$ cat config.mk
export PLATFORM = sky130hd
export DESIGN_NAME = fetch_stage
export DESIGN_NICKNAME = d
export VERILOG_FILES = /design/src/rtl/riscv_pkg.sv /design/src/rtl/if_id_reg.sv /design/src/rtl/fetch_stage.sv
export SDC_FILE = /design/constraint.sdc
export NUM_CORES = 1
export LEC_CHECK = 0
export CAP_MARGIN = 15
export CELL_PAD_IN_SITES_DETAIL_PLACEMENT = 0
export CELL_PAD_IN_SITES_GLOBAL_PLACEMENT = 1
export CORE_MARGIN = 2
export CORE_UTILIZATION = 40
export CTS_CLUSTER_DIAMETER = 50
export DETAILED_ROUTE_END_ITERATION = 10
export GPL_TIMING_DRIVEN = 0
export MAX_ROUTING_LAYER = met4
export PLACE_DENSITY = 0.94
export RECOVER_POWER = 25
export SYNTH_ARGS = -nofsm -noshare
export SYNTH_HDL_FRONTEND = slang
export SYNTH_SLANG_ARGS = --single-unit
$ cat constraint.sdc
create_clock -name CLK -period 4.55 [get_ports CLK]
set_clock_uncertainty 0.1 [all_clocks]
set_input_delay 0.91 -clock CLK [delete_from_list [all_inputs] [get_ports CLK]]
set_output_delay 0.91 -clock CLK [all_outputs]
set_load 0.01 [all_outputs]
$ cat src/rtl/riscv_pkg.sv
// Shared RV32I constants and the fetch-stage state encoding.
package riscv_pkg;

    // addi x0, x0, 0 -- the bubble placed in IF/ID when nothing valid is there
    localparam logic [31:0] NOP_INSTR = 32'h0000_0013;

    // Major opcodes, shared with the control decoder
    localparam logic [6:0] OP_LUI    = 7'b0110111;
    localparam logic [6:0] OP_AUIPC  = 7'b0010111;
    localparam logic [6:0] OP_JAL    = 7'b1101111;
    localparam logic [6:0] OP_JALR   = 7'b1100111;
    localparam logic [6:0] OP_BRANCH = 7'b1100011;
    localparam logic [6:0] OP_LOAD   = 7'b0000011;
    localparam logic [6:0] OP_STORE  = 7'b0100011;
    localparam logic [6:0] OP_IMM    = 7'b0010011;
    localparam logic [6:0] OP_REG    = 7'b0110011;

    typedef enum logic [2:0] {
        IDLE,
        REQ,
        WAIT,
        DROP,
        HOLD
    } fetch_state_t;

endpackage

$ cat src/rtl/if_id_reg.sv
// IF/ID pipeline register: flush beats stall, stall beats load, else bubble.
module if_id_reg
    import riscv_pkg::*;
#(
    parameter logic [31:0] RESET_PC = 32'h0000_0000
) (
    input  logic        clk,
    input  logic        rst_n,
    input  logic        flush,
    input  logic        stall,
    input  logic        load,
    input  logic [31:0] instr_in,
    input  logic [31:0] pc_in,
    output logic        valid,
    output logic [31:0] instr,
    output logic [31:0] pc,
    output logic [31:0] pc4
);

    // A stall only needs to protect a real instruction; an empty slot may take
    // a delivery, which is observably identical to holding a bubble otherwise.
    always_ff @(posedge clk or negedge rst_n) begin
        if (!rst_n) begin
            valid <= 1'b0;
            instr <= NOP_INSTR;
            pc    <= RESET_PC;
            pc4   <= RESET_PC + 32'd4;
        end else if (flush) begin
            valid <= 1'b0;
            instr <= NOP_INSTR;
        end else if (stall && valid) begin
            valid <= valid;
        end else if (load) begin
            valid <= 1'b1;
            instr <= instr_in;
            pc    <= pc_in;
            pc4   <= pc_in + 32'd4;
        end else begin
            valid <= 1'b0;
            instr <= NOP_INSTR;
        end
    end

endmodule

$ cat src/rtl/fetch_stage.sv
// RV32I instruction fetch: PC, single-outstanding imem handshake, skid buffer.
module fetch_stage
    import riscv_pkg::*;
#(
    parameter logic [31:0] RESET_PC = 32'h0000_0000
) (
    input  logic        CLK,
    input  logic        RST_n,
    output logic        imem_req,
    output logic [31:0] imem_addr,
    input  logic        imem_ready,
    input  logic        imem_rvalid,
    input  logic [31:0] imem_rdata,
    input  logic        redirect,
    input  logic [31:0] redirect_pc,
    input  logic        stall,
    output logic        if_id_valid,
    output logic [31:0] if_id_instr,
    output logic [31:0] if_id_pc,
    output logic [31:0] if_id_pc4
);

    fetch_state_t state, state_nxt;
    logic [31:0]  pc, pc_nxt;
    logic [31:0]  skid;
    logic [31:0]  redir_pc;
    logic [31:0]  ld_instr;
    logic         ld;
    logic         cap;

    assign redir_pc  = redirect_pc & ~32'h3;
    assign imem_req  = (state == REQ);
    assign imem_addr = pc;

    // State register
    always_ff @(posedge CLK or negedge RST_n) begin
        if (!RST_n) state <= IDLE;
        else        state <= state_nxt;
    end

    // Next state, next PC, and what (if anything) is delivered to IF/ID
    always_comb begin
        state_nxt = state;
        pc_nxt    = pc;
        ld        = 1'b0;
        ld_instr  = imem_rdata;
        cap       = 1'b0;
        unique case (state)
            IDLE: begin
                state_nxt = REQ;
                if (redirect) pc_nxt = redir_pc;
            end
            REQ: begin
                // A redirect after acceptance leaves a stale response in flight
                if (imem_ready) state_nxt = redirect ? DROP : WAIT;
                if (redirect)   pc_nxt    = redir_pc;
            end
            WAIT: begin
                if (imem_rvalid) begin
                    if (redirect) begin
                        pc_nxt    = redir_pc;
                        state_nxt = REQ;
                    end else if (stall && if_id_valid) begin
                        cap       = 1'b1;
                        state_nxt = HOLD;
                    end else begin
                        ld        = 1'b1;
                        pc_nxt    = pc + 32'd4;
                        state_nxt = REQ;
                    end
                end else if (redirect) begin
                    pc_nxt    = redir_pc;
                    state_nxt = DROP;
                end
            end
            DROP: begin
                if (redirect)    pc_nxt    = redir_pc;
                if (imem_rvalid) state_nxt = REQ;
            end
            HOLD: begin
                if (redirect) begin
                    pc_nxt    = redir_pc;
                    state_nxt = REQ;
                end else if (!stall) begin
                    ld        = 1'b1;
                    ld_instr  = skid;
                    pc_nxt    = pc + 32'd4;
                    state_nxt = REQ;
                end
            end
            default: state_nxt = IDLE;
        endcase
    end

    // PC register and skid buffer for a word that arrives while IF/ID is stalled
    always_ff @(posedge CLK or negedge RST_n) begin
        if (!RST_n) begin
            pc   <= RESET_PC;
            skid <= NOP_INSTR;
        end else begin
            pc <= pc_nxt;
            if (cap) skid <= imem_rdata;
        end
    end

    if_id_reg #(
        .RESET_PC(RESET_PC)
    ) u_if_id (
        .clk     (CLK),
        .rst_n   (RST_n),
        .flush   (redirect),
        .stall   (stall),
        .load    (ld),
        .instr_in(ld_instr),
        .pc_in   (pc),
        .valid   (if_id_valid),
        .instr   (if_id_instr),
        .pc      (if_id_pc),
        .pc4     (if_id_pc4)
    );

endmodule

==> impl_metrics.csv <==
group,metric,value,unit
critical_path,worstReg2RegStart,"state[0]",
placement,postPlaceCellArea,9874,µm²
critical_path,r2r_cells,9,
drt,vias_per_cell,5.418,
clock_network,clk_pin_slew,70,ps
critical_path,crit_end,"imem_addr[23]",
drt,wl_per_cell,18.47,µm
grt,grt_overflow,0,
status,status,"complete, but fails checks",
grt,grt_first_pass_wirelength,35600,µm
power,p_int,3.218,mW
synth,syn-num-nets,838,
synth,yosysUniqueCellTypes,53,
critical_path,r2r-end,"imem_addr[23]",
synth,syn-cell-area,7577,µm²
final_layout,drive_gt1_share,10.43,%
clock_network,postCtsHoldBufs,0,
timing,finalHoldViolCount,0,
timing,finalSetupViolCount,0,
die,fp.dieW,141.6,µm
timing,finalCriticalPeriod,3423,ps
clock_network,clockBufferDepth,2,
clock_network,cts_buffers,17,
final_layout,area_growth,38.11,%
synth,synth_seq_cells,162,
timing,finalMaxSlewViolations,60,
critical_path,r2r_setup_slack,1730,ps
critical_path,worstSetupStartpointType,"primary input",
timing,rsz0062_at_grt,"no",
timing,min_period_over_period,75.24,%
grt,first_global_vias,6393,
drt,drt-initial-drc-count,427,
drt,drt_wl_total,22760,µm
timing,slew_headroom,-92.45,%
power,p_leak,4.514,nW
clock_network,cts.repair.resized,0,
power,seqPwrFrac,41.4,%
die,placeableCoreArea,18640,µm²
final_layout,mostFrequentLayoutCell,"clkdlybuf4s50_1",
placement,io_buffers,197,
grt,grt_max_degree,104,
die,start_util,40.64,%
clock_network,tritoncts,"built",
clock_network,htreeDepth,4,
critical_path,critPathArrivalTime,3590,ps
timing,worstMarginPinSlew,2887,ps
grt,grt_usage,23.66,%
placement,place_congestion,0.8510,
die,dieArea,20060,µm²
power,peakVddDrop,0.0002813,V
placement,dp.cells,1199,
critical_path,required,4720,ps
power,power.density,441.5,nW/µm²
die,die_height,141.6,µm
clock_network,cts_root_buf,"clkbuf_16",
critical_path,crit_type,"primary input to register",
die,num_rows,50,
power,comb_power_share,26.8,%
power,pwr-share-clk,31.9,%
synth,yosysWarnings,0,
critical_path,critPathMaxFanout,10,
critical_path,crit_path_start,"redirect",
drt,drtAntennaViolNets,0,
drt,drc,0,
hold_path,hold_class,"register to register",
grt,antenna_found_initial,1,
final_layout,layout_common_cells,"clkdlybuf4s50_1, nand2_1, dfrtp_1",
synth,netlist_instances,767,
timing,fmax,292.1,MHz
power,p_sw,1.403,mW
power,switching_share,30.36,%
die,io-pin-count,200,
synth,seq_area_frac_synth,53.62,%
placement,dp_hpwl,16240,µm
final_layout,stdcell_area,10470,µm²
run,cap_violations,1,
clock_network,cts_setup_buffers,0,
status,violations,"capacitance limit, slew limit",
final_layout,final_cells,1232,
clock_network,insertion_delay,430,ps
final_layout,finalNetCount,1055,
synth,avgSynthCellArea,9.879,µm²
clock_network,cts_sinks,162,
critical_path,critPathCaptureType,"register",
drt,first_pass_iters,5,
drt,vias,6675,
synthesized netlist by cell type, drive strengths merged:
| cell type | n | share of area (%) |
|---|---|---|
| a311oi | 4 | 0.46 |
| and3 | 9 | 0.74 |
| nor2 | 27 | 1.3 |
| o31a | 2 | 0.23 |
| o211ai | 7 | 0.69 |
| buf | 26 | 1.9 |
| or3b | 1 | 0.12 |
| or2 | 1 | 0.083 |
| a221o | 13 | 1.7 |
| xnor2 | 15 | 1.7 |
| o311ai | 1 | 0.12 |
| a21o | 2 | 0.20 |
| a31oi | 8 | 0.66 |
| nor3b | 1 | 0.099 |
| ha | 1 | 0.17 |
| o2111ai | 1 | 0.12 |
| and4 | 3 | 0.35 |
| nand3 | 12 | 0.86 |
| mux2i | 34 | 4.5 |
| inv | 7 | 0.35 |
| o22ai | 4 | 0.33 |
| nor2b | 3 | 0.25 |
| nand2b | 1 | 0.083 |
| mux2 | 32 | 4.8 |
| nand4 | 12 | 1.1 |
| and2 | 4 | 0.33 |
| a22oi | 9 | 0.89 |
| a21oi | 21 | 1.4 |
| nand3b | 1 | 0.099 |
| xor2 | 12 | 1.4 |
| o221ai | 2 | 0.23 |
| or4 | 1 | 0.099 |
| nand2 | 176 | 8.7 |
| clkbuf | 31 | 1.5 |
| dfstp | 7 | 2.4 |
| o21ai | 89 | 5.9 |
| a21bo | 1 | 0.13 |
| o31ai | 3 | 0.36 |
| a2bb2oi | 2 | 0.23 |
| or3 | 4 | 0.40 |
| nor4 | 4 | 0.61 |
| a211oi | 1 | 0.099 |
| nor3 | 17 | 1.1 |
| dfrtp | 155 | 51 |
area by class of cell:
class,count,area [µm²]
Buffer,57,257.7
Antenna cell,1,2.502
Inverter,7,26.28
Tap cell,234,292.8
Clock buffer,18,429.2
Timing Repair Buffer,198,1999
Sequential cell,162,4063
Multi-Input combinational cell,541,3231
Clock inverter,14,163.9
Fill cell,1652,8178
how the worst min path moves through the flow:
stage              startpoint              to  slack [ps]  depth (start not counted)
2_1_floorplan        skid[13]        skid[13]         380                          1
3_3_place_gp   u_if_id.pc[20]  u_if_id.pc[20]         360                          2
3_5_place_dp    u_if_id.pc[8]   u_if_id.pc[8]         360                          2
4_1_cts                 RST_n  u_if_id.pc4[9]         310                          1
5_1_grt        u_if_id.pc[20]  u_if_id.pc[20]         390                          2
6_report        u_if_id.pc[8]   u_if_id.pc[8]         370                          2
worst max-delay path, stage by stage:
cell and delay (ps):
clkdlybuf4s50_1 580, inv_1 160, nand3_1 260, o31a_1 180, buf_2 210, clkbuf_1 480
nand2_1 400, o221ai_1 310, a31oi_1 80
stage by stage:
stage / util (%) / TNS (ps) / power [mW] / hold WS, ps / setup slack (ps)
floorplan: - / 0 / 2.374 / 379.2 / 2022
global placement: 52.79 / -679120 / 3.134 / 358.8 / -4305
detailed placement: 52.97 / 0 / 3.170 / 362.0 / 720.2
CTS: 56.15 / 0 / 4.654 / 310.4 / 1175
global route: 56.13 / 0 / 4.860 / 390.2 / 531.2
finish: 56.13 / 0 / 4.621 / 374.9 / 1127
kinds of logic after synthesis:
logic type	Yosys count	synth area share (%)
flops	162	53.62
mux	66	9.247
xor+xnor	27	3.121
fa+ha+maj	1	0.1651
buf+inv	64	3.748
simple gates	277	16.36
compound gates	170	13.74
flip-flops by register name (all words and copies together), names as in the netlist:
register,cells
u_if_id.instr,32
u_if_id.pc4,32
u_if_id.valid,1
state,3
skid,32
imem_addr,32
u_if_id.pc,30
layer usage:
layer / global-route usage [%] / part of all wire, %
met1: 30.96 / 44
met2: 35.62 / 46
met3: 6.952 / 8.1
met4: 7.579 / 1.9
met5: - / 0
power by group through the flow:
| stage | clock network (mW) | logic (mW) | registers (mW) |
|---|---|---|---|
| finish | 1.47 | 1.24 | 1.91 |
| floorplan | 0 | 0.343 | 2.03 |
| CTS | 1.50 | 1.24 | 1.91 |
| global placement | 0 | 1.21 | 1.92 |
| global route | 1.57 | 1.35 | 1.94 |
| detailed placement | 0 | 1.24 | 1.93 |
Note: power is estimated with default switching activity, not from simulation.
